<file path="config.mk">
export PLATFORM = sky130hd
export DESIGN_NAME = m_cp0
export DESIGN_NICKNAME = d
export VERILOG_FILES = /design/src/rtl/m_cp0_pkg.sv /design/src/rtl/m_cp0.sv
export SDC_FILE = /design/constraint.sdc
export NUM_CORES = 1
export LEC_CHECK = 0
export CAP_MARGIN = 40
export CORE_MARGIN = 2
export CORE_UTILIZATION = 43
export CTS_BUF_LIST = sky130_fd_sc_hd__clkbuf_4 sky130_fd_sc_hd__clkbuf_8
export DETAILED_ROUTE_END_ITERATION = 16
export GPL_TIMING_DRIVEN = 0
export PLACE_DENSITY = 0.83
export SLEW_MARGIN = 20
export SYNTH_ARGS = -nofsm -noshare
export SYNTH_HDL_FRONTEND = slang
export SYNTH_SLANG_ARGS = --single-unit
export TNS_END_PERCENT = 10
</file>
<file path="constraint.sdc">
create_clock -name clk -period 2.4 [get_ports clk]
set_input_delay 0.48 -clock clk [delete_from_list [all_inputs] [get_ports clk]]
set_output_delay 0.48 -clock clk [all_outputs]
set_load 0.1 [all_outputs]
</file>
<file path="src/rtl/m_cp0_pkg.sv">
// CP0 shared definitions: register numbers, exception codes, SR/Cause field positions.
package m_cp0_pkg;

   // CP0 register numbers
   localparam logic [4:0] CP0_SR    = 5'd12;
   localparam logic [4:0] CP0_CAUSE = 5'd13;
   localparam logic [4:0] CP0_EPC   = 5'd14;
   localparam logic [4:0] CP0_PRID  = 5'd15;

   // Exception codes (0 on the pipeline means "no exception")
   localparam logic [4:0] EXC_INT  = 5'd0;
   localparam logic [4:0] EXC_ADEL = 5'd4;
   localparam logic [4:0] EXC_ADES = 5'd5;
   localparam logic [4:0] EXC_RI   = 5'd10;
   localparam logic [4:0] EXC_OV   = 5'd12;

   // SR field positions
   localparam int SR_IE    = 0;
   localparam int SR_EXL   = 1;
   localparam int SR_IM_LO = 10;
   localparam int SR_IM_HI = 15;

   // Cause field positions
   localparam int CAUSE_EXC_LO = 2;
   localparam int CAUSE_EXC_HI = 6;
   localparam int CAUSE_IP_LO  = 10;
   localparam int CAUSE_IP_HI  = 15;
   localparam int CAUSE_BD     = 31;

endpackage

</file>
<file path="src/rtl/m_cp0.sv">
// Coprocessor 0: SR/Cause/EPC/PRID, exception and interrupt request generation.
module m_cp0
   import m_cp0_pkg::*;
#(
   parameter logic [31:0] PRID = 32'h0000_2022
) (
   input  logic        clk,
   input  logic        reset,
   input  logic [4:0]  A1,
   input  logic [4:0]  A2,
   input  logic [31:0] DIn,
   input  logic        WE,
   input  logic [31:0] VPC,
   input  logic        BDIn,
   input  logic [4:0]  ExcCodeIn,
   input  logic [5:0]  HWInt,
   input  logic        EXLClr,
   output logic        Req,
   output logic [31:0] DOut,
   output logic [31:0] EPCOut
);

   logic [5:0]  im;
   logic        exl;
   logic        ie;
   logic        bd;
   logic [5:0]  ip;
   logic [4:0]  exc_code;
   logic [31:0] epc;

   logic        int_req;
   logic        exc_req;
   logic [31:0] sr_val;
   logic [31:0] cause_val;

   // Request generation; gated by reset so nothing escapes while held in reset
   always_comb begin
      int_req = (|(HWInt & im)) & ie & ~exl;
      exc_req = (ExcCodeIn != EXC_INT) & ~exl;
      Req     = (int_req | exc_req) & reset;
   end

   // Assemble architectural views of SR and Cause; unimplemented bits read 0
   always_comb begin
      sr_val                       = '0;
      sr_val[SR_IM_HI:SR_IM_LO]    = im;
      sr_val[SR_EXL]               = exl;
      sr_val[SR_IE]                = ie;
      cause_val                            = '0;
      cause_val[CAUSE_BD]                  = bd;
      cause_val[CAUSE_IP_HI:CAUSE_IP_LO]   = ip;
      cause_val[CAUSE_EXC_HI:CAUSE_EXC_LO] = exc_code;
   end

   // mfc0 read mux; reads the registered state only, no same-cycle forwarding
   always_comb begin
      unique case (A1)
         CP0_SR:    DOut = sr_val;
         CP0_CAUSE: DOut = cause_val;
         CP0_EPC:   DOut = epc;
         CP0_PRID:  DOut = PRID;
         default:   DOut = '0;
      endcase
      EPCOut = epc;
   end

   // State update: exception entry beats mtc0 and eret; IP samples HWInt every edge
   always_ff @(posedge clk or negedge reset) begin
      if (!reset) begin
         im       <= '0;
         exl      <= 1'b0;
         ie       <= 1'b0;
         bd       <= 1'b0;
         ip       <= '0;
         exc_code <= '0;
         epc      <= '0;
      end else begin
         ip <= HWInt;
         if (Req) begin
            exl      <= 1'b1;
            bd       <= BDIn;
            exc_code <= int_req ? EXC_INT : ExcCodeIn;
            epc      <= BDIn ? (VPC - 32'd4) : VPC;
         end else begin
            if (WE && A2 == CP0_SR) begin
               im  <= DIn[SR_IM_HI:SR_IM_LO];
               exl <= DIn[SR_EXL];
               ie  <= DIn[SR_IE];
            end
            if (WE && A2 == CP0_EPC)
               epc <= DIn;
            // eret leaving the handler takes precedence over a same-cycle SR write of EXL
            if (EXLClr)
               exl <= 1'b0;
         end
      end
   end

endmodule

</file>
After elaboration in Yosys (flattened, before gate mapping)
Index checks and enable logic that the tools add are counted.
{"block": "op_classes", "div": 0, "bitwise_logic": 8, "n_eq_ne": 6, "n_reduce_logical": 7, "n_addsub": 1, "shift": 0, "muxes": 8, "magnitude_cmp": 0, "multipliers": 0}
{"cell": "32-bit one-hot mux with 4 select lines", "n": 1}
{"cell": "32-bit two-way mux", "n": 3}
{"cell": "32-bit by 3-bit subtractor with 32-bit output (second input constant)", "n": 1}
{"cell": "5-bit by 4-bit == test with 1-bit output (second input constant)", "n": 6}
{"cell": "6-bit bitwise AND", "n": 1}
{"cell": "6-bit OR reduction", "n": 1}
{"cell": "5-bit two-way mux", "n": 1}
{"cell": "5-bit nonzero test", "n": 1}
{"cell": "1-bit bitwise AND", "n": 4}
{"cell": "1-bit two-way mux", "n": 3}
{"cell": "3-bit nonzero test", "n": 1}
{"cell": "1-bit logical AND", "n": 2}
{"cell": "1-bit inverter", "n": 2}
{"cell": "2-bit AND reduction", "n": 1}
{"cell": "2-bit nonzero test", "n": 1}
{"cell": "1-bit bitwise OR", "n": 1}
{"block": "totals", "regBits": 52, "mem_bits_ro": 0, "wordCells": 37, "ram_bits": 0, "latchBits": 0, "input_bits": 90, "memories": 0}

Longest topological paths before layout
{"block": "depth", "ltp_word": 8, "mapped_depth": 9}

Worst setup path before layout
Ideal clock, no wire load.
{"block": "synth_timing", "path_type": "reg2out", "start": "register epc[13] (netlist: EPCOut[13])", "end": "output port DOut[13]", "path_stages_with_launch": 3, "slack_ns": -1.271, "arrival_time_ns": 3.191, "required_time_ns": 1.920, "path_cell_list": "dfrtp_1 > a211oi_1 > nor3_1"}
{"block": "synth_between", "elab_chain_cells": 1}
{"element": "start, declared", "line": "m_cp0.sv:29", "source": "logic [31:0] epc;"}
{"element": "start signal, assigned", "line": "m_cp0.sv:83", "source": "epc <= BDIn ? (VPC - 32'd4) : VPC;"}
{"element": "start signal, assigned", "line": "m_cp0.sv:91", "source": "epc <= DIn;"}
{"element": "32-bit one-hot mux with 4 select lines", "line": "m_cp0.sv:57", "source": "unique case (A1)"}
{"element": "end, declared", "line": "m_cp0.sv:19", "source": "output logic [31:0] DOut,"}
Every way passes these cells.

Worst setup path after layout
{"block": "layout_timing", "start": "input port ExcCodeIn[1]", "end": "output port Req"}
{"block": "layout_between", "elab_chain_cells": 4}
{"element": "start, declared", "line": "m_cp0.sv:15", "source": "input logic [4:0] ExcCodeIn,"}
{"element": "5-bit nonzero test", "line": "m_cp0.sv:39", "source": "exc_req = (ExcCodeIn != EXC_INT) & ~exl;"}
{"element": "1-bit bitwise AND", "line": "m_cp0.sv:39"}
{"element": "1-bit bitwise OR", "line": "m_cp0.sv:40", "source": "Req = (int_req | exc_req) & reset;"}
{"element": "1-bit bitwise AND", "line": "m_cp0.sv:40"}
{"element": "end, declared", "line": "m_cp0.sv:18", "source": "output logic Req,"}
Every way passes these cells.

==> out/metrics.yaml <==
dr.first_iter.drc_count: 135
gr-usage-met2_pct: 61.37
cp.arrival_ns: 1.98
area_growth_pct: 90.95
cellPowerDensity_nw_per_um2: 680.7
rsz0062_at_grt: "true"
postSynthRegisterBits: 52
critical_path_buf_inv_count: 5
route.vias.total: 3744
cts_made_buffers: 5
vias_in_the_first_global_route: 4115
cts_buffer_depth: 2
worst_hold_margin_ns: 0.02703
layout_worst_path_cycle_share_pct: 102.4
min_path_type: "in2async"
ys_dominant_reg_cell: "dfrtp_1"
cts_tree: "done"
final.setup.worst_slack_ns: -0.05728
fp.dieH_um: 92.74
drv.max_cap_violation_count: 0
floorplan.io_pins: 155
htreeDepth: 2
design_power_total_mw: 4.400
port-buffer-count: 153
drive_gt1_share_pct: 32.54
fin_nets: 677
maxClockFrequency_ghz: 0.4070
worst_r2r_endpoint: "EPCOut[3]$_DFFE_PN0P_"
global_route_wire_length_before_repair_um: 21000
power.static_leakage_nw: 2.802
yosys_warnings: 0
synth_fp_nets: 446
clock_latency_ns: 0.30
vdd_ir_drop_max_mv: 0.5843
startpoint_class_of_the_critical_path: "input port"
drc: 0
final_core_util_pct: 84.10
critical_path.slowest_cell: "or4_4"
final_max_slew_viol_count: 0
setup.worst_path.class: "in2out"
reg2reg_slack_ns: 0.32
average_wire_per_standard_cell_um: 19.76
worst_slew_margin_rel_pct: 63.79
async_flop_share_pct: 100.0
mappedNetlistArea_um2: 3386
cts_num_sinks: 52
synth_edf_count: 0
delay_contributed_by_the_slowest_stage_of_the_critical_path_ns: 0.56
worstPathMaxFanout: 10
route.final.wire_length_um: 13620
finalCriticalPeriod_ns: 2.457
setup_viol: 1
cts.clk_slew.worst_paths_ns: 0.10
number_of_antenna_violations_at_the_first_check_in_global_routing: 0
grt_use_total_pct: 31.54
synth.avg_cell_area_um2: 9.537
route.antenna.remaining_nets: 0
use_met1_pct: 33.54
fp.coreArea_um2: 7687
final-hold-violation-count: 0
routing_layer_with_the_top_usage_in_global_route: "met2"
layout.filler_cells: 421
worst-endpoint-required_ns: 1.92
clock_tree.root_cell: "clkbuf_8"
post_layout_nonfiller_instances: 689
drt_pre_antenna_iters: 4
end_kind: "output port"
gp_congestion: 0.8201
vias_per_cell: 5.434
synth_sequential_area_ratio_pct: 38.43
start_util_pct: 44.04
run_status: "complete, but fails checks"
crit_chain: "dlymetal6s2s_1, or4_4, nor2_4, a21boi_2, buf_4, buf_6, clkbuf_2, buf_12"
die-area_um2: 8600
die_x_um: 92.74
placed_cells: 675
fp-row-count: 32
syn_inst: 355
num_antenna_cells: 0
timing.reg2reg.worst_path_depth: 8
grt_max_degree: 54
dp_hpwl_um: 9687
critical_path.top_delay_family: "buffers and inverters"
synth_cell_type_count: 47
remaining_global_route_overflow: 0
worst_slew_pin_slew_ns: 0.5432
worst_r2r_startpoint: "im[0]$_DFFE_PN0P_"
violated_checks: "negative setup slack"
globalRouteMet3Util_pct: 7.079
clock_tree_skew_after_final_layout_ns: 0.008801
==> layer usage <==
layer  wire [um]  vias to the layer above
met4         407                        0
met1        4825                     1822
met5           0                        -
met2        7401                      182
met3         983                       34
li1            -                     1706
==> flip-flops by register name, indices dropped and copies added (netlist names) <==
name / flops
im: 6
ip: 6
exl: 1
EPCOut: 32
exc_code: 5
bd: 1
ie: 1
==> cell usage in the layout, fill, tap and decap left out, drive strengths merged, types with 2 or more instances in the layout <==
master,n
a21oi,29
dlygate4sd2,11
xnor2,24
a31o,2
nand3,6
and2,18
xor2,3
nand3b,2
nor2,49
buf,93
nor4,12
dfrtp,52
nor2b,8
mux2,32
clkbuf,24
or3,5
o21ai,15
nand4,2
nor3,14
clkdlybuf4s50,103
nand2,16
or4,3
a22oi,5
a22o,3
mux2i,15
clkdlybuf4s15,5
a31oi,3
inv,7
dlymetal6s2s,13
==> Yosys cell counts (all sizes together) (8+ instances only) <==
| cell type | instances | area share (%) |
|---|---|---|
| mux2i | 15 | 4.4 |
| nand2 | 16 | 1.8 |
| nor2 | 49 | 5.4 |
| nor4 | 12 | 4.7 |
| mux2 | 32 | 11 |
| and2 | 18 | 3.3 |
| dfrtp | 52 | 38 |
| a21oi | 29 | 4.3 |
| clkbuf | 8 | 0.89 |
| xnor2 | 24 | 6.2 |
| nor3 | 14 | 2.5 |
| buf | 12 | 2.2 |
| o21ai | 15 | 2.2 |
| nor2b | 8 | 1.5 |
==> how the worst max path moves through the flow <==
stage / from / end / slack [ns] / cells after the start
3_5_place_dp: A1[1] / DOut[24] / -1.82 / 7
5_1_grt: im[0]$_DFFE_PN0P_ / Req / -0.11 / 7
4_1_cts: ExcCodeIn[1] / Req / -0.48 / 8
6_report: ExcCodeIn[1] / Req / -0.06 / 8
3_3_place_gp: reset / Req / -2.95 / 6
2_1_floorplan: EPCOut[2]$_DFFE_PN0P_ / DOut[2] / -0.44 / 2
==> kinds of logic (layout without fill, tap and decap cells) <==
group / after synthesis / in the layout / share of synthesized area [%]
adders and majority gates: 1 / 1 / 0.3695
DFF: 52 / 52 / 38.43
AOI/OAI and AO/OA: 62 / 62 / 10.72
xor gates and xnor gates: 27 / 27 / 6.985
and+or+nand+nor: 140 / 140 / 24.69
muxes: 47 / 47 / 15.08
buffers and inverters: 26 / 258 / 3.732
==> cell type report <==
class                      count  area, um^2  area share (%)
buffer                        20       161.4           2.497
timing repair buffer         224        2683           41.49
inverter                       6       22.52          0.3484
clock buffer                   5       68.82           1.064
multi-input combinational    277        2054           31.78
sequential                    52        1301           20.13
clock inverter                 3       46.29          0.7161
tap                          102       127.6           1.974
==> worst reg2reg max path, delay by kind of cell (launching register included) <==
| kind | cells | cell delay (ns) |
|---|---|---|
| flip-flops | 1 | 0.41 |
| AO/OA/AOI/OAI | 5 | 0.96 |
| buffers and inverters | 3 | 0.59 |
==> repair_timing <==
item / CTS / global route
pin swaps: 3 / 6
resized for setup: 116 / 47
setup buffers: 6 / 4
endpoints found under the setup margin: 58 / 53
endpoints found under the hold margin: 0 / 0
hold buffers: 0 / 0
==> power by group <==
part | switching (mW) | internal (mW)
Clock | 0.319 | 0.315
Combinational | 1.55 | 1.01
Sequential | 0.154 | 1.05
==> metrics by stage <==
| step | worst slack (ns) | setup TNS (ns) | cell area [um^2] |
|---|---|---|---|
| floorplan | -0.4358 | -5.383 | 3416 |
| global placement | -2.953 | -179.95 | 5075 |
| detailed placement | -1.819 | -54.42 | 6061 |
| CTS | -0.4776 | -1.251 | 6406 |
| global route | -0.1096 | -0.4059 | 6465 |
| finish | -0.05728 | -0.05728 | 6465 |
Power figures use the tool's default switching activity.
==> RTL edit 1 (config.mk and constraints unchanged) <==
Reset style: synchronous (`reset`), changed in one clocked block.
--- a/src/rtl/m_cp0.sv
+++ b/src/rtl/m_cp0.sv
@@ -65,7 +65,7 @@
    end
 
    // State update: exception entry beats mtc0 and eret; IP samples HWInt every edge
-   always_ff @(posedge clk or negedge reset) begin
+   always_ff @(posedge clk) begin
       if (!reset) begin
          im       <= '0;
          exl      <= 1'b0;
Function: differs if reset is asserted again (counterexample within 4 cycles, from zero or initial values and one cycle with reset low); with reset held inactive, the same outputs for 10 cycles.
==> RTL edit 1 against the unedited design <==
  * The run still ends with negative setup slack left
  * Critical endpoint is now DOut[16]
  * Final area decreased by 1.8%
  * Synthesized area decreased by 2.7%
  * Sequential cell count unchanged
  * Worst setup slack improved by 0.039 ns
  * First-iteration DRC count increased by 61%
  * Routed wire length increased by 0.20%
Power is not compared: it rests on default switching activity, and its combinational part moved more than twofold at a synthesized area within 25%.
==> RTL edit 1: results (changes against the unedited design) <==
The final reports fail on negative setup slack. The run gives 43 (-8.5%) as the count of cell types in the netlist. The setup slack of the critical path after layout was -0.0181 ns (+0.0392 ns); the peak per-stage delay on the critical path was 0.30 ns (-0.26 ns). Fraction of the yosys area taken by sequential cells: 31.6% (-6.8 points). The path class of the tightest hold or removal check is flip-flop to flip-flop.

Parity-gate share of the synthesized area counting xor and xnor cells: 7.18% (+0.19 points). Routability-driven placement congestion ratio: 0.892 (+8.8%). The run gives 2 (+1) as the count of endpoints failing setup in the final report. Total track usage: 31.1% (-0.42 points).

The maximum net fanout on the critical path was 6 (-4). The run gives 5 (+1) as the detailed-router iteration count before antenna repair. The commonest cells after synthesis are sky130_fd_sc_hd__nand2_1, sky130_fd_sc_hd__dfxtp_1, sky130_fd_sc_hd__mux2i_1. The final cell count without fillers is 710 (+3.0%). Slowest library cell on the worst path: sky130_fd_sc_hd__nand3b_1. The net count of the finished layout is 702 (+3.7%). The share of the synthesized area in compound gates (AO/OA/AOI/OAI) was 14.2% (+3.5 points). The share of post-route cells with drive strength above 1 is 25.0% (-7.5 points). The first-iteration detailed-routing DRC count was 217 (+61%); the proportion of synthesized flip-flops having asynchronous set or reset was 0% (-100 points). For the total wirelength of the detailed-routed design, the log shows 13.6 mm (+0.20%).

The via density per instance is 5.55 (+2.1%). The flow ran to the end, but the final reports show violations. Cell count after synthesis: 393 (+11%). The run gives 1.94 ns (-0.04 ns) as the worst path arrival time.
RTL edit 1: cell count changes in the layout (fill, tap and decap cells not counted), moves of 10 or more:
| cell | delta |
|---|---|
| sky130_fd_sc_hd__dlymetal6s2s_1 | -10 |
| sky130_fd_sc_hd__o211a_1 | +26 |
| sky130_fd_sc_hd__mux2i_1 | +31 |
| sky130_fd_sc_hd__nand2_1 | +48 |
| sky130_fd_sc_hd__nor2_1 | -30 |
| sky130_fd_sc_hd__dfxtp_1 | +51 |
| sky130_fd_sc_hd__a21oi_1 | -22 |
| sky130_fd_sc_hd__and2_4 | +10 |
| sky130_fd_sc_hd__xnor2_1 | -17 |
| sky130_fd_sc_hd__dfrtp_1 | -52 |
| sky130_fd_sc_hd__xor2_1 | +17 |
| sky130_fd_sc_hd__mux2_2 | -32 |
RTL edit 1: worst max-delay path, delay by kind of cell:
kind	cells	cell delay (ns)
buf+inv	4	0.79
simple gates	3	0.66
RTL edit 1: final cells by class:
class | instances | share of cell area, %
repair buffers | 211 | 40.5
multi-input cells | 313 | 36.3
flip-flops and latches | 52 | 16.4
plain buffers | 25 | 2.62
well taps | 99 | 1.95
clock buffers | 5 | 1.08
clock inverters | 2 | 0.946
inverters | 3 | 0.177
RTL edit 1: routing by layer:
| layer | routed length, um | track usage (%) | vias to the layer above |
|---|---|---|---|
| li1 | - | - | 1822 |
| met3 | 1020 | 7.80 | 41 |
| met5 | 0 | 0 | - |
| met1 | 4900 | 33.0 | 1876 |
| met2 | 7270 | 58.6 | 200 |
| met4 | 457 | 11.4 | 0 |
RTL edit 1: worst paths after layout:
| path | start | end |
|---|---|---|
| setup reg to reg | im[2]$_SDFFE_PN0P_ | EPCOut[12]$_SDFFE_PN0P_ |
| setup / recovery | A1[4] | DOut[16] |
| hold reg to reg | exc_code[1]$_SDFFE_PN0P_ | exc_code[1]$_SDFFE_PN0P_ |
| hold / removal | exc_code[1]$_SDFFE_PN0P_ | exc_code[1]$_SDFFE_PN0P_ |
RTL edit 1: power by group through the flow:
stage / Clock [mW] / Combinational [mW] / Sequential (mW)
floorplan: 0 / 0.295 / 1.36
global placement: 0 / 1.00 / 1.00
detailed placement: 0 / 1.21 / 1.01
CTS: 0.715 / 1.24 / 0.987
global route: 0.759 / 1.31 / 0.998
finish: 0.719 / 1.26 / 0.990
RTL edit 1: timing repair:
action                                  in CTS  in global routing
gates resized for setup                     86                 35
hold endpoints to repair                     0                  0
setup buffers                                9                  0
gates cloned                                 1                  0
endpoints found under the setup margin      61                 58
pin swaps                                    4                  0
RTL edit 1: metrics by stage:
step / hold slack (ns) / power [mW]
2_1_floorplan: 0.431 / 1.66
3_3_place_gp: 0.440 / 2.00
3_5_place_dp: 0.451 / 2.22
4_1_cts: 0.447 / 2.94
5_1_grt: 0.493 / 3.07
6_report: 0.463 / 2.97
==> RTL edit 2 (same settings) <==
Without the edit above. The parameter `PRID` goes from 32'h0000_2022 to 32'h00002000.
--- a/src/rtl/m_cp0.sv
+++ b/src/rtl/m_cp0.sv
@@ -2,7 +2,7 @@
 module m_cp0
    import m_cp0_pkg::*;
 #(
-   parameter logic [31:0] PRID = 32'h0000_2022
+   parameter logic [31:0] PRID = 32'h00002000
 ) (
    input  logic        clk,
    input  logic        reset,
Check against the original RTL: not equivalent (Yosys sat finds a counterexample within 4 cycles, from zero or initial values and one cycle with reset low).
==> RTL edit 2 against the unedited design <==
  * The flow still finishes with violations (negative setup slack)
  * Sequential cell count is the same
  * Critical path type unchanged
  * Total power grew 2.5%
  * Largest power group unchanged
  * Final cell count shrank 0.58%
  * Worst setup slack got worse by 0.094 ns
  * Largest cell class unchanged
  * Final area is 1.7% higher
  * Sequential share of layout area shrank 0.30 points
  * Routed wire length increased by 14%
  * Synthesized area down 1.9%
  * Worst hold slack got worse by 0.023 ns
==> RTL edit 2: results (changes against the unedited design) <==
The checks that failed: negative setup slack. Fraction of the yosys area taken by sequential cells: 39.2% (+0.74 points). The worst hold slack came out at 0.00448 ns (-0.0226 ns). The run gives -0.151 ns (-0.0942 ns) as the setup slack of the critical path after layout.

The run finished, with violations left. The logs give 22.0 mm (+4.6%) for the global-route wire length before repair and 22 (+21) for the count of endpoints failing setup in the final report. Tracing the worst setup path back leads to its startpoint at A1[1].

The later-pin clock latency in the skew report is 0.32 ns (+0.02 ns), and the relative contribution of the clock network to total power is 14.6% (+0.2 points). For the count of cell types in the netlist, the log shows 45 (-4.3%). The tools report the count of vias placed by the detailed router as 3973 (+6.1%).

In this run the critical register-to-register path is launched from im[1]$_DFFE_PN0P_. The net count of the finished layout came out at 673 (-0.59%). The final-layout fill cell count is 378 (-10%). The largest voltage drop on the vdd net was 0.000467 V (-20%). For the total track usage, the log shows 33.6% (+2.1 points). The worst slack after detailed placement is -1.75 ns (+0.0716 ns), and the peak per-stage delay on the critical path is 0.46 ns (-0.10 ns).

The logs give 264 (+96%) for the first-iteration detailed-routing DRC count and 442 (-0.90%) for the net count after synthesis. The maximum net fanout on the critical path is 5 (-5), and the maximum number of pins on one net before global-route repair is 54 (unchanged). The via count of the first global-routing pass is 4101 (-0.34%), and the total wirelength of the detailed-routed design is 15.6 mm (+14%). The via density per instance was 5.80 (+6.7%). Sorting the synthesized cells by area gives the leading types as sky130_fd_sc_hd__dfrtp_1, sky130_fd_sc_hd__mux2_2, sky130_fd_sc_hd__mux2i_1, sky130_fd_sc_hd__nor2_1, sky130_fd_sc_hd__xor2_1. The logs give 0.659 mW (+3.9%) for the clock network power consumption and 5 (unchanged) for the total clock buffers created by CTS. The slew at the pin with the worst max-slew slack works out to 0.614 ns (+0.0707 ns). Ranked by instance count, the synthesized netlist is headed by sky130_fd_sc_hd__dfrtp_1, sky130_fd_sc_hd__nor2_1, sky130_fd_sc_hd__mux2_2. The tools report the static power due to leakage as 2.82 nW (+0.66%). For the setup slack of the worst register-to-register path, the log shows 0.21 ns (-0.11 ns). The clock skew is 0.00862 ns (-0.000180 ns), and the HPWL after detailed placement is 9.61 mm (-0.75%). The share of post-route cells with drive strength above 1 is 35.3% (+2.8 points), and the number of antenna violations at the first check in global routing is 0 (unchanged). Average size of a mapped cell: 9.46 um2 (-0.77%).

The slowest stage of the critical path belongs to the cell sky130_fd_sc_hd__clkdlybuf4s50_1.
RTL edit 2: worst paths after layout:
kind,cells after the start,to
worst max-delay path,8,DOut[11]
worst min-delay path,1,ip[2]$_DFF_PN0_
worst max register to register,7,EPCOut[14]$_DFFE_PN0P_
worst min register to register,1,im[2]$_DFFE_PN0P_
max in group asynchronous,1,EPCOut[8]$_DFFE_PN0P_
min in group clk,1,ip[4]$_DFF_PN0_
RTL edit 2: cells by family (layout without fill, tap and decap cells):
group / Yosys count / count (layout) / share of synthesized area, %
buffers and inverters: 24 / 256 / 2.94
flip-flops: 52 / 52 / 39.2
AND/OR/NAND/NOR: 140 / 140 / 24.2
multiplexers: 48 / 48 / 15.6
XOR/XNOR: 28 / 28 / 7.38
AO/OA/AOI/OAI: 58 / 58 / 10.4
adder cells (fa/ha/maj): 1 / 1 / 0.377
RTL edit 2: area by class of cell:
cell class,instances,area share (%)
inverters,5,0.285
well taps,102,1.94
repair buffers,225,40.9
flip-flops and latches,52,19.8
plain buffers,18,1.94
clock inverters,3,0.704
multi-input cells,275,33.4
clock buffers,5,1.05
RTL edit 2: routing by layer:
metal	up-vias	wire, um	track usage, %
met2	255	8150	60.8
met4	0	738	14.8
met5	-	0	0
met1	1952	5570	39.0
li1	1705	-	-
met3	61	1110	5.51
RTL edit 2: repair_timing:
action | CTS | global route
resized for setup | 111 | 37
pin swaps | 8 | 12
hold endpoints to repair | 0 | 0
cloned | 2 | 0
hold buffers | 0 | 0
buffers inserted | 16 | 9
setup endpoints to repair | 70 | 47
RTL edit 2: per-stage QoR:
step / TNS [ns] / instance area [um2]
after floorplan: -3.60 / 3460
after global placement: -183.73 / 5100
after detailed placement: -59.76 / 6080
after CTS: -0.888 / 6430
after global routing: -2.39 / 6580
final: -1.24 / 6580
